**src/rtl/time_pkg.sv**
```systemverilog
// Shared types and constants for the time-of-day setter.
package time_pkg;
  typedef enum logic [2:0] {RUN, EDIT_HOUR, EDIT_MIN, EDIT_SEC, COMMIT} state_t;

  localparam logic [1:0] FIELD_HOUR = 2'd0;
  localparam logic [1:0] FIELD_MIN  = 2'd1;
  localparam logic [1:0] FIELD_SEC  = 2'd2;
  localparam logic [1:0] FIELD_NONE = 2'd3;

  localparam int SEC_W  = 6;
  localparam int MIN_W  = 6;
  localparam int HOUR_W = 5;

  localparam logic [SEC_W-1:0]  SEC_MAX  = 6'd59;
  localparam logic [MIN_W-1:0]  MIN_MAX  = 6'd59;
  localparam logic [HOUR_W-1:0] HOUR_MAX = 5'd23;

  // Field code shown on the field output for a given state.
  function automatic logic [1:0] field_of(input state_t s);
    case (s)
      EDIT_HOUR: field_of = FIELD_HOUR;
      EDIT_MIN:  field_of = FIELD_MIN;
      EDIT_SEC:  field_of = FIELD_SEC;
      default:   field_of = FIELD_NONE;
    endcase
  endfunction

  function automatic logic is_edit(input state_t s);
    is_edit = (s == EDIT_HOUR) || (s == EDIT_MIN) || (s == EDIT_SEC);
  endfunction
endpackage

```
**src/rtl/btn_pulse.sv**
```systemverilog
// Rising-edge detector for one button; with TIME_SETTER_AUTOREPEAT_EN it
// also emits auto-repeat steps while the button stays held.
module btn_pulse #(
  parameter bit RPT          = 1'b0,
  parameter int REPEAT_DELAY = 50,
  parameter int REPEAT_PERIOD = 10
) (
  input  logic clk,
  input  logic reset,
  input  logic level,
  input  logic clr,      // abort any repeat (state change pending/occurred)
  input  logic inhibit,  // both up and down held
  output logic evt,
  output logic step
);
  logic prev;

  // Previous level resets high so a button held through reset is not an event.
  always_ff @(posedge clk) begin
    if (!reset) prev <= 1'b1;
    else        prev <= level;
  end

  assign evt = level & ~prev;

`ifdef TIME_SETTER_AUTOREPEAT_EN
  localparam int MAXC = (REPEAT_DELAY > REPEAT_PERIOD) ? REPEAT_DELAY : REPEAT_PERIOD;
  localparam int CW = $clog2(MAXC + 1);

  logic [CW-1:0] cnt;
  logic          active, first, hold, rpt;
  logic [CW-1:0] tgt;

  assign hold = RPT && active && level && !inhibit && !clr;
  assign tgt  = first ? CW'(REPEAT_DELAY) : CW'(REPEAT_PERIOD);
  assign rpt  = hold && (cnt == tgt);

  // cnt holds cycles since the event or the last repeat step.
  always_ff @(posedge clk) begin
    if (!reset) begin
      cnt    <= '0;
      active <= 1'b0;
      first  <= 1'b0;
    end else if (RPT && evt && !clr) begin
      cnt    <= CW'(1);
      active <= 1'b1;
      first  <= 1'b1;
    end else if (!hold) begin
      active <= 1'b0;
    end else if (rpt) begin
      cnt   <= CW'(1);
      first <= 1'b0;
    end else begin
      cnt <= cnt + CW'(1);
    end
  end

  assign step = evt | rpt;
`else
  logic unused_cfg;
  assign unused_cfg = clr ^ inhibit ^ RPT ^ REPEAT_DELAY[0] ^ REPEAT_PERIOD[0];
  assign step = evt;
`endif
endmodule

```
**src/rtl/time_setter.sv**
```systemverilog
// Button-driven hour/minute/second editor feeding a time counter's set port.
// Optional auto-repeat on held up/down: define TIME_SETTER_AUTOREPEAT_EN.
module time_setter
  import time_pkg::*;
#(
  parameter int TIMEOUT       = 1000,
  parameter int REPEAT_DELAY  = 50,
  parameter int REPEAT_PERIOD = 10
) (
  input  logic              clk,
  input  logic              reset,
  input  logic              btn_mode,
  input  logic              btn_up,
  input  logic              btn_down,
  input  logic [SEC_W-1:0]  cur_sec,
  input  logic [MIN_W-1:0]  cur_min,
  input  logic [HOUR_W-1:0] cur_hour,
  output logic              set,
  output logic [SEC_W-1:0]  sec_set,
  output logic [MIN_W-1:0]  min_set,
  output logic [HOUR_W-1:0] hour_set,
  output logic              editing,
  output logic [1:0]        field
);
  localparam int TW = $clog2(TIMEOUT + 1);

  state_t        state, nstate;
  logic [TW-1:0] tmo_cnt;
  logic          mode_evt, up_evt, down_evt;
  logic          mode_step, up_step, down_step;
  logic          rpt_clr, both_held, act, tmo_hit;
  logic          load, inc, dec;

  assign both_held = btn_up & btn_down;
  assign rpt_clr   = mode_step | ~is_edit(state);

  btn_pulse #(.RPT(1'b0), .REPEAT_DELAY(REPEAT_DELAY), .REPEAT_PERIOD(REPEAT_PERIOD)) u_mode (
    .clk(clk), .reset(reset), .level(btn_mode), .clr(1'b0), .inhibit(1'b0),
    .evt(mode_evt), .step(mode_step));
  btn_pulse #(.RPT(1'b1), .REPEAT_DELAY(REPEAT_DELAY), .REPEAT_PERIOD(REPEAT_PERIOD)) u_up (
    .clk(clk), .reset(reset), .level(btn_up), .clr(rpt_clr), .inhibit(both_held),
    .evt(up_evt), .step(up_step));
  btn_pulse #(.RPT(1'b1), .REPEAT_DELAY(REPEAT_DELAY), .REPEAT_PERIOD(REPEAT_PERIOD)) u_down (
    .clk(clk), .reset(reset), .level(btn_down), .clr(rpt_clr), .inhibit(both_held),
    .evt(down_evt), .step(down_step));

  logic unused_evt;
  assign unused_evt = mode_evt ^ up_evt ^ down_evt;

  assign act     = mode_step | up_step | down_step;
  assign tmo_hit = (tmo_cnt == TW'(TIMEOUT - 1));

  // Next-state and field-step decode; mode wins, up+down cancel.
  always_comb begin
    nstate = state;
    load   = 1'b0;
    inc    = 1'b0;
    dec    = 1'b0;
    case (state)
      RUN: if (mode_step) begin
        nstate = EDIT_HOUR;
        load   = 1'b1;
      end
      EDIT_HOUR, EDIT_MIN, EDIT_SEC: begin
        if (mode_step) begin
          nstate = (state == EDIT_HOUR) ? EDIT_MIN :
                   (state == EDIT_MIN)  ? EDIT_SEC : COMMIT;
        end else if (act) begin
          inc = up_step & ~down_step;
          dec = down_step & ~up_step;
        end else if (tmo_hit) begin
          nstate = RUN;
        end
      end
      COMMIT:  nstate = RUN;
      default: nstate = RUN;
    endcase
  end

  // State, idle counter and registered status outputs.
  always_ff @(posedge clk) begin
    if (!reset) begin
      state   <= RUN;
      tmo_cnt <= '0;
      set     <= 1'b0;
      editing <= 1'b0;
      field   <= FIELD_NONE;
    end else begin
      state   <= nstate;
      set     <= (nstate == COMMIT);
      editing <= is_edit(nstate);
      field   <= field_of(nstate);
      if (nstate != state || act || !is_edit(state)) tmo_cnt <= '0;
      else                                           tmo_cnt <= tmo_cnt + TW'(1);
    end
  end

  // Edit registers: seeded on entry, stepped with wrap in the active field only.
  always_ff @(posedge clk) begin
    if (!reset) begin
      hour_set <= '0;
      min_set  <= '0;
      sec_set  <= '0;
    end else if (load) begin
      hour_set <= (cur_hour > HOUR_MAX) ? '0 : cur_hour;
      min_set  <= (cur_min  > MIN_MAX)  ? '0 : cur_min;
      sec_set  <= (cur_sec  > SEC_MAX)  ? '0 : cur_sec;
    end else if (inc) begin
      case (state)
        EDIT_HOUR: hour_set <= (hour_set == HOUR_MAX) ? '0 : hour_set + HOUR_W'(1);
        EDIT_MIN:  min_set  <= (min_set  == MIN_MAX)  ? '0 : min_set + MIN_W'(1);
        EDIT_SEC:  sec_set  <= (sec_set  == SEC_MAX)  ? '0 : sec_set + SEC_W'(1);
        default: ;
      endcase
    end else if (dec) begin
      case (state)
        EDIT_HOUR: hour_set <= (hour_set == '0) ? HOUR_MAX : hour_set - HOUR_W'(1);
        EDIT_MIN:  min_set  <= (min_set  == '0) ? MIN_MAX  : min_set - MIN_W'(1);
        EDIT_SEC:  sec_set  <= (sec_set  == '0) ? SEC_MAX  : sec_set - SEC_W'(1);
        default: ;
      endcase
    end
  end
endmodule

```
**config.mk**
```make
export PLATFORM = sky130hd
export DESIGN_NAME = time_setter
export DESIGN_NICKNAME = d
export VERILOG_FILES = /design/src/rtl/time_pkg.sv /design/src/rtl/btn_pulse.sv /design/src/rtl/time_setter.sv
export SDC_FILE = /design/constraint.sdc
export NUM_CORES = 1
export LEC_CHECK = 0
export ABC_AREA = 1
export CORE_ASPECT_RATIO = 2
export CORE_MARGIN = 2
export CORE_UTILIZATION = 41
export DETAILED_ROUTE_END_ITERATION = 10
export PLACE_DENSITY = 0.61
export SYNTH_ARGS = -nofsm -noshare
export SYNTH_HDL_FRONTEND = slang
export SYNTH_HIERARCHICAL = 1
export SYNTH_SLANG_ARGS = --single-unit
```
**constraint.sdc**
```tcl
create_clock -name clk -period 1.85 [get_ports clk]
set_input_delay 0.37 -clock clk [delete_from_list [all_inputs] [get_ports clk]]
set_output_delay 0.37 -clock clk [all_outputs]
set_load 0.05 [all_outputs]
```
==> summary.md, run 1 <==
| Metric | Value |
|---|---|
| Status | finished, final reports clean |
| GR Overflow Total | 0 |
| DR iter-0 viols | 166 |
| WP data arrival | 1.38 ns |
| Number of antenna violations at the first check in global routing | 0 |
| Synth Cell Area | 2570 µm² |
| Antenna diodes | 0 |
| Fin crit period | 1.75 ns |
| Detailed-route vias per instance | 4.89 |
| HP Class | reg2reg |
| Core area | 6060 µm² |
| CP max stage delay | 0.79 ns |
| PortBufs | 42 |
| Die area | 6960 µm² |
| Reg-to-Reg End | tmo_cnt[9] |
| Final Util | 0.551 |
| WP buf/inv | 1 |
| Most common cell after layout, fill and taps aside | nand2_1 |
| Max_cap viols | 0 |
| Pre-antenna DRT Iters | 4 |
| Clock Power Share | 0.426 |
| Hold Violations, Final | 0 |
| Clock Path Buffers | 2 |
| Delay-heaviest family, CP | buffers and inverters |
| Endpoint type of the worst setup path | output port |
| Final nets | 483 |
| Clock network latency to the later pin of the worst-skew pair | 0.28 ns |
| Reg power frac | 0.370 |
| Pwr Density | 700 nW/µm² |
| Worst-path maximum fanout | 1 |
| DPL Wire Length | 5.16 mm |
| Clk root buf | clkbuf_16 |
| R2r startpoint | tmo_cnt[0] |
| Placed Area | 3100 µm² |
| Path depth of the worst reg2reg path | 10 |
| DIE WIDTH | 60.0 µm |
| Setup Viol. Count Final | 0 |
| CP Class | reg2out |
| Final Wtd Congestion | 0.814 |
| Antenna viol nets, final | 0 |
| Final WL | 6.74 mm |
| Inst Count DP | 525 |
| Setup slack after layout | 0.102 ns |
| CTS tree | done |
| Crit path cell chain | clkdlybuf4s50_1 |
| Fmax | 0.572 GHz |
| Commonest non-fill, non-tap cells in the layout | 94 x nand2_1, 43 x nor2_1, 42 x nand3_1, 42 x buf_4, 39 x inv_1 |
| Max H-tree Level | 2 |
| Comb pwr share | 0.204 |
| Slowest stage cell, crit path | clkdlybuf4s50_1 |
| Place WS | -0.225 ns |
| I/O pins | 43 |
| Worst slew pin tran | 0.495 ns |
| Min-delay src | tmo_cnt[0] |
| Startpoint types | register |
| Setup_tns | 0 ns |
| Starting Density | 0.425 |
| CP required | 1.48 ns |
| Ys Warns | 6 |
| Power, Total | 2.34 mW |
| P_int | 1.69 mW |
| Die Y | 116 µm |
| Synth Net Count | 423 |
| Synth Instances | 392 |
| Crit path depth | 1 |
| Lkg Pwr | 1.49 nW |
| Headroom to the max-slew limit | 0.669 |
| Synthesis-to-layout area growth | 29.8% |
| Peak VDD IR | 0.000857 V |
| Design Area, Final | 3340 µm² |
| Net switching power figure | 647 µW |
| Flop2flop setup slack | 0.30 ns |
| Layout Cells excl Fill | 537 |
| Row count | 40 |
| Share of layout cells above drive strength 1 | 0.172 |
| Fin crit share | 0.945 |
| Number of global-route vias before repair | 2499 |
| Aggregate global-route resource usage | 0.203 |
| Wire length per cell | 12.5 µm |
| Worst Hold Path EP | tmo_cnt[0] |
| First-pass GRT wire length | 10.8 mm |
| Worst-path clk slew | 0.05 ns |
| Syn Area/Cell | 6.56 µm² |
| Pin count of the biggest net entering global routing | 21 |
| WHS Path Cells | 1 |
| Clock Skews | 0.00908 ns |
| Slew Limit Fails | 0 |
| Fin Hold WS | 0.439 ns |
| Sink Count | 37 |
| Post-detailed-route DRC marker count | 0 |
| Switching Fraction | 0.277 |
| Cts bufs inserted | 5 |
| Routed vias | 2627 |
==> cell type report <==
cell class | count | area, µm²
clock buffers | 7 | 143
clock inverters | 1 | 30.0
fillers | 593 | 2720
inverters | 44 | 168
multi-input cells | 300 | 1620
flip-flops and latches | 37 | 741
well taps | 84 | 105
repair buffers | 64 | 536
==> sequential cells by signal (all words and copies together) (netlist names), 2 cells and up <==
signal    flops
tmo_cnt      10
min_set       6
sec_set       6
hour_set      5
state         3
field         2
==> routing by layer <==
metal | track usage | vias up | part of all wire | wire length [µm]
met4 | 0.0785 | 0 | 0.020 | 138
met1 | 0.187 | 1190 | 0.35 | 2380
met5 | 0 | - | 0 | 0
li1 | - | 1396 | - | -
met2 | 0.409 | 30 | 0.60 | 4080
met3 | 0.0357 | 11 | 0.022 | 145
==> power groups by stage <==
| stage | Sequential [mW] | Clock (mW) | Combinational, mW |
|---|---|---|---|
| final | 0.865 | 0.995 | 0.478 |
| after global routing | 0.870 | 1.03 | 0.530 |
| after global placement | 0.880 | 0 | 0.472 |
| after detailed placement | 0.881 | 0 | 0.472 |
| after CTS | 0.864 | 1.02 | 0.475 |
| after floorplan | 0.940 | 0 | 0.259 |
==> worst register-to-register path, cell delays in order, from the launching register on <==
cell,delay [ns]
dfxtp_1,0.34
ha_1,0.18
nand2_1,0.12
nor3_1,0.20
nand2_1,0.10
nand2_1,0.07
nand2_1,0.06
nand2_2,0.11
nand2_4,0.09
nand3_4,0.12
nor2_1,0.06
==> worst max path at each step <==
stage | from | endpoint
after floorplan | sec_set[0] | sec_set[2]
after global placement | btn_mode | sec_set[4]
after detailed placement | btn_mode | sec_set[4]
after CTS | btn_mode | sec_set[4]
after global routing | btn_down | tmo_cnt[9]
final | editing | editing
==> what timing repair did <==
item,4_1_cts,5_1_grt
endpoints found under the setup margin,0,14
hold buffers,0,0
gates resized for setup,0,9
buffers inserted,0,3
Power figures use the tool's default switching activity.
==> run 2: changes to the inputs <==
--- a/config.mk
+++ b/config.mk
@@ -10,5 +10,5 @@
 export CORE_MARGIN = 2
-export CORE_UTILIZATION = 41
+export CORE_UTILIZATION = 43
 export DETAILED_ROUTE_END_ITERATION = 10
-export PLACE_DENSITY = 0.61
+export PLACE_DENSITY = 0.64
 export SYNTH_ARGS = -nofsm -noshare
==> constraint.sdc (replaced) <==
create_clock -name clk -period 1.85 [get_ports clk]
set_input_delay 0.2775 -clock clk [delete_from_list [all_inputs] [get_ports clk]]
set_output_delay 0.2775 -clock clk [all_outputs]
set_load 0.05 [all_outputs]
==> run 2 against run 1 <==
The flow now finishes with violations (DRC); count of clock-buffer cells in the layout shrank 1; routed wire length shrank 0.74%; register-to-register slack better by 0.02 ns; sequential share of layout area is 0.89 points higher; sequential power barely moved; first-iteration DRC count down 29%; clock skew rose by 0.00087 ns; critical path type unchanged; largest cell class unchanged.
==> summary.md, run 2 (synthesis results as in run 1) <==
| Metric | Value |
|---|---|
| Status | complete, but fails checks (was finished, final reports clean) |
| Violated checks | DRC |
| Crit path cell chain | clkdlybuf4s50_1 (unchanged) |
| Routed vias | 2596 (was 2627) |
| Comb pwr share | 0.201 (was 0.204) |
| Fin Hold WS | 0.442 ns (was 0.439 ns) |
| Place WS | -0.0925 ns (was -0.225 ns) |
| Reg-to-Reg End | min_set[3] (was tmo_cnt[9]) |
| Pwr Density | 729 nW/µm² (was 700 nW/µm²) |
| Post-detailed-route DRC marker count | 2 (was 0) |
| Pin count of the biggest net entering global routing | 21 (unchanged) |
| Placed Area | 3030 µm² (was 3100 µm²) |
| CP Class | reg2out (unchanged) |
| Setup Viol. Count Final | 0 (unchanged) |
| CP max stage delay | 0.83 ns (was 0.79 ns) |
| Endpoint type of the worst setup path | output port (unchanged) |
| I/O pins | 43 (unchanged) |
| Design Area, Final | 3210 µm² (was 3340 µm²) |
| Die area | 6650 µm² (was 6960 µm²) |
| WP data arrival | 1.51 ns (was 1.38 ns) |
| Die Y | 113 µm (was 116 µm) |
| Final nets | 472 (was 483) |
| WP buf/inv | 1 (unchanged) |
| First-pass GRT wire length | 11.3 mm (was 10.8 mm) |
| Fin crit share | 0.967 (was 0.945) |
| DR iter-0 viols | 118 (was 166) |
| Max FFs per register | 10 (unchanged) |
| Worst-path clk slew | 0.06 ns (was 0.05 ns) |
| Synthesis-to-layout area growth | 24.8% (was 29.8%) |
| Clk root buf | clkbuf_16 (unchanged) |
| Min-delay src | tmo_cnt[0] (unchanged) |
| Peak VDD IR | 0.000807 V (was 0.000857 V) |
| Worst-path maximum fanout | 4 (was 1) |
| Worst Hold Path EP | tmo_cnt[0] (unchanged) |
| P_int | 1.68 mW (was 1.69 mW) |
| Reg power frac | 0.369 (was 0.370) |
| Post-CTS setup buffers | 0 (unchanged) |
| RSZ-0062 raised after global routing | no |
| Wire length per cell | 13.3 µm (was 12.5 µm) |
| R2r startpoint | min_set[0] (was tmo_cnt[0]) |
| Net switching power figure | 657 µW (was 647 µW) |
| Final WL | 6.69 mm (was 6.74 mm) |
| Inst Count DP | 495 (was 525) |
| Largest reg by FF count | tmo_cnt (unchanged) |
| GR Overflow Total | 0 (unchanged) |
| Clock Path Buffers | 2 (unchanged) |
| Fin crit period | 1.79 ns (was 1.75 ns) |
| Lkg Pwr | 1.45 nW (was 1.49 nW) |
| Layout Cells excl Fill | 503 (was 537) |
| Antenna diodes | 0 (unchanged) |
| Slew Limit Fails | 0 (unchanged) |
| Flop2flop setup slack | 0.32 ns (was 0.30 ns) |
| Number of antenna violations at the first check in global routing | 0 (unchanged) |
| Slowest stage cell, crit path | clkdlybuf4s50_1 (unchanged) |
| Number of global-route vias before repair | 2567 (was 2499) |
| Final Util | 0.557 (was 0.551) |
| PortBufs | 42 (unchanged) |
| Power, Total | 2.34 mW (about the same) |
| Clock Power Share | 0.430 (was 0.426) |
| CTS tree | done (unchanged) |
| Clock network latency to the later pin of the worst-skew pair | 0.29 ns (was 0.28 ns) |
| Fmax | 0.559 GHz (was 0.572 GHz) |
| HP Class | reg2reg (unchanged) |
| Row count | 39 (was 40) |
| Share of layout cells above drive strength 1 | 0.131 (was 0.172) |
| WHS Path Cells | 1 (unchanged) |
| Delay-heaviest family, CP | buffers and inverters (unchanged) |
| Setup slack after layout | 0.0620 ns (was 0.102 ns) |
| Starting Density | 0.447 (was 0.425) |
| Commonest non-fill, non-tap cells in the layout | 95 x nand2_1, 44 x nor2_1, 43 x nand3_1, 40 x inv_1, 37 x dfxtp_1 (was 94 x nand2_1, 43 x nor2_1, 42 x nand3_1, 42 x buf_4, 39 x inv_1) |
| Max_cap viols | 0 (unchanged) |
| Cts bufs inserted | 5 (unchanged) |
| Antenna viol nets, final | 0 (unchanged) |
| Clock Skews | 0.00995 ns (was 0.00908 ns) |
| Detailed-route vias per instance | 5.16 (was 4.89) |
| Pre-antenna DRT Iters | 7 (was 4) |
| Setup_tns | 0 ns (unchanged) |
| Hold Violations, Final | 0 (unchanged) |
| Max H-tree Level | 2 (unchanged) |
| Biggest regs | tmo_cnt: 10 flops, min_set: 6 flops, sec_set: 6 flops (unchanged) |
| Core area | 5760 µm² (was 6060 µm²) |
| DIE WIDTH | 58.7 µm (was 60.0 µm) |
| CP required | 1.57 ns (was 1.48 ns) |
| Final Wtd Congestion | 0.864 (was 0.814) |
| Most common cell after layout, fill and taps aside | nand2_1 (unchanged) |
| Aggregate global-route resource usage | 0.221 (was 0.203) |
| Worst slew pin tran | 0.504 ns (was 0.495 ns) |
| Startpoint types | register (unchanged) |
| Switching Fraction | 0.281 (was 0.277) |
| Path depth of the worst reg2reg path | 8 (was 10) |
| Headroom to the max-slew limit | 0.663 (was 0.669) |
| DPL Wire Length | 5.21 mm (was 5.16 mm) |
| Sink Count | 37 (unchanged) |
==> run 2: worst register-to-register path, delay by kind of cell (launching register included) <==
| family | cells | cell delay (ns) |
|---|---|---|
| simple gates | 5 | 0.51 |
| flops | 1 | 0.46 |
| fa+ha+maj | 1 | 0.22 |
| buf+inv | 1 | 0.17 |
| compound gates | 1 | 0.06 |
==> run 2: what timing repair did <==
item	CTS	global route
hold buffers	0	0
gates resized for setup	0	1
setup endpoints to repair	0	1
==> run 2: power by group through the flow <==
stage               Combinational, mW  Clock, mW  Sequential, mW
finish                          0.470       1.01           0.864
global placement                0.467          0           0.882
detailed placement              0.470          0           0.881
floorplan                       0.259          0           0.940
CTS                             0.473       1.03           0.864
global route                    0.526       1.05           0.868
==> run 2: worst max path at each step <==
stage / start / to / slack, ns / depth (start not counted)
after CTS: sec_set[5] / sec_set[5] / 0.02 / 1
final: hour_set[3] / hour_set[3] / 0.06 / 1
after global routing: hour_set[3] / hour_set[3] / 0.02 / 1
after floorplan: sec_set[0] / sec_set[2] / 0.15 / 8
after global placement: btn_up / hour_set[2] / -0.09 / 11
after detailed placement: btn_up / hour_set[2] / -0.09 / 11
==> run 2: final cells by class <==
cell class,instances,area (µm²)
fill,614,2550
multi-input combinational,299,1570
sequential,37,741
timing repair buffer,54,478
inverter,44,165
clock buffer,6,139
tap,61,76.3
clock inverter,2,37.5
==> run 2: per-layer routing <==
metal	vias up	part of all wire	global-route usage
met2	41	0.58	0.432
met5	-	0	0
met1	1175	0.37	0.209
met4	0	0.034	0.111
li1	1364	-	-
met3	16	0.017	0.0306
==> run 3: changes to the inputs <==
Settings changed: TNS_END_PERCENT set to 5.
==> results of run 3 <==
The final DEF is identical to that of run 2; final timing and power are the same.
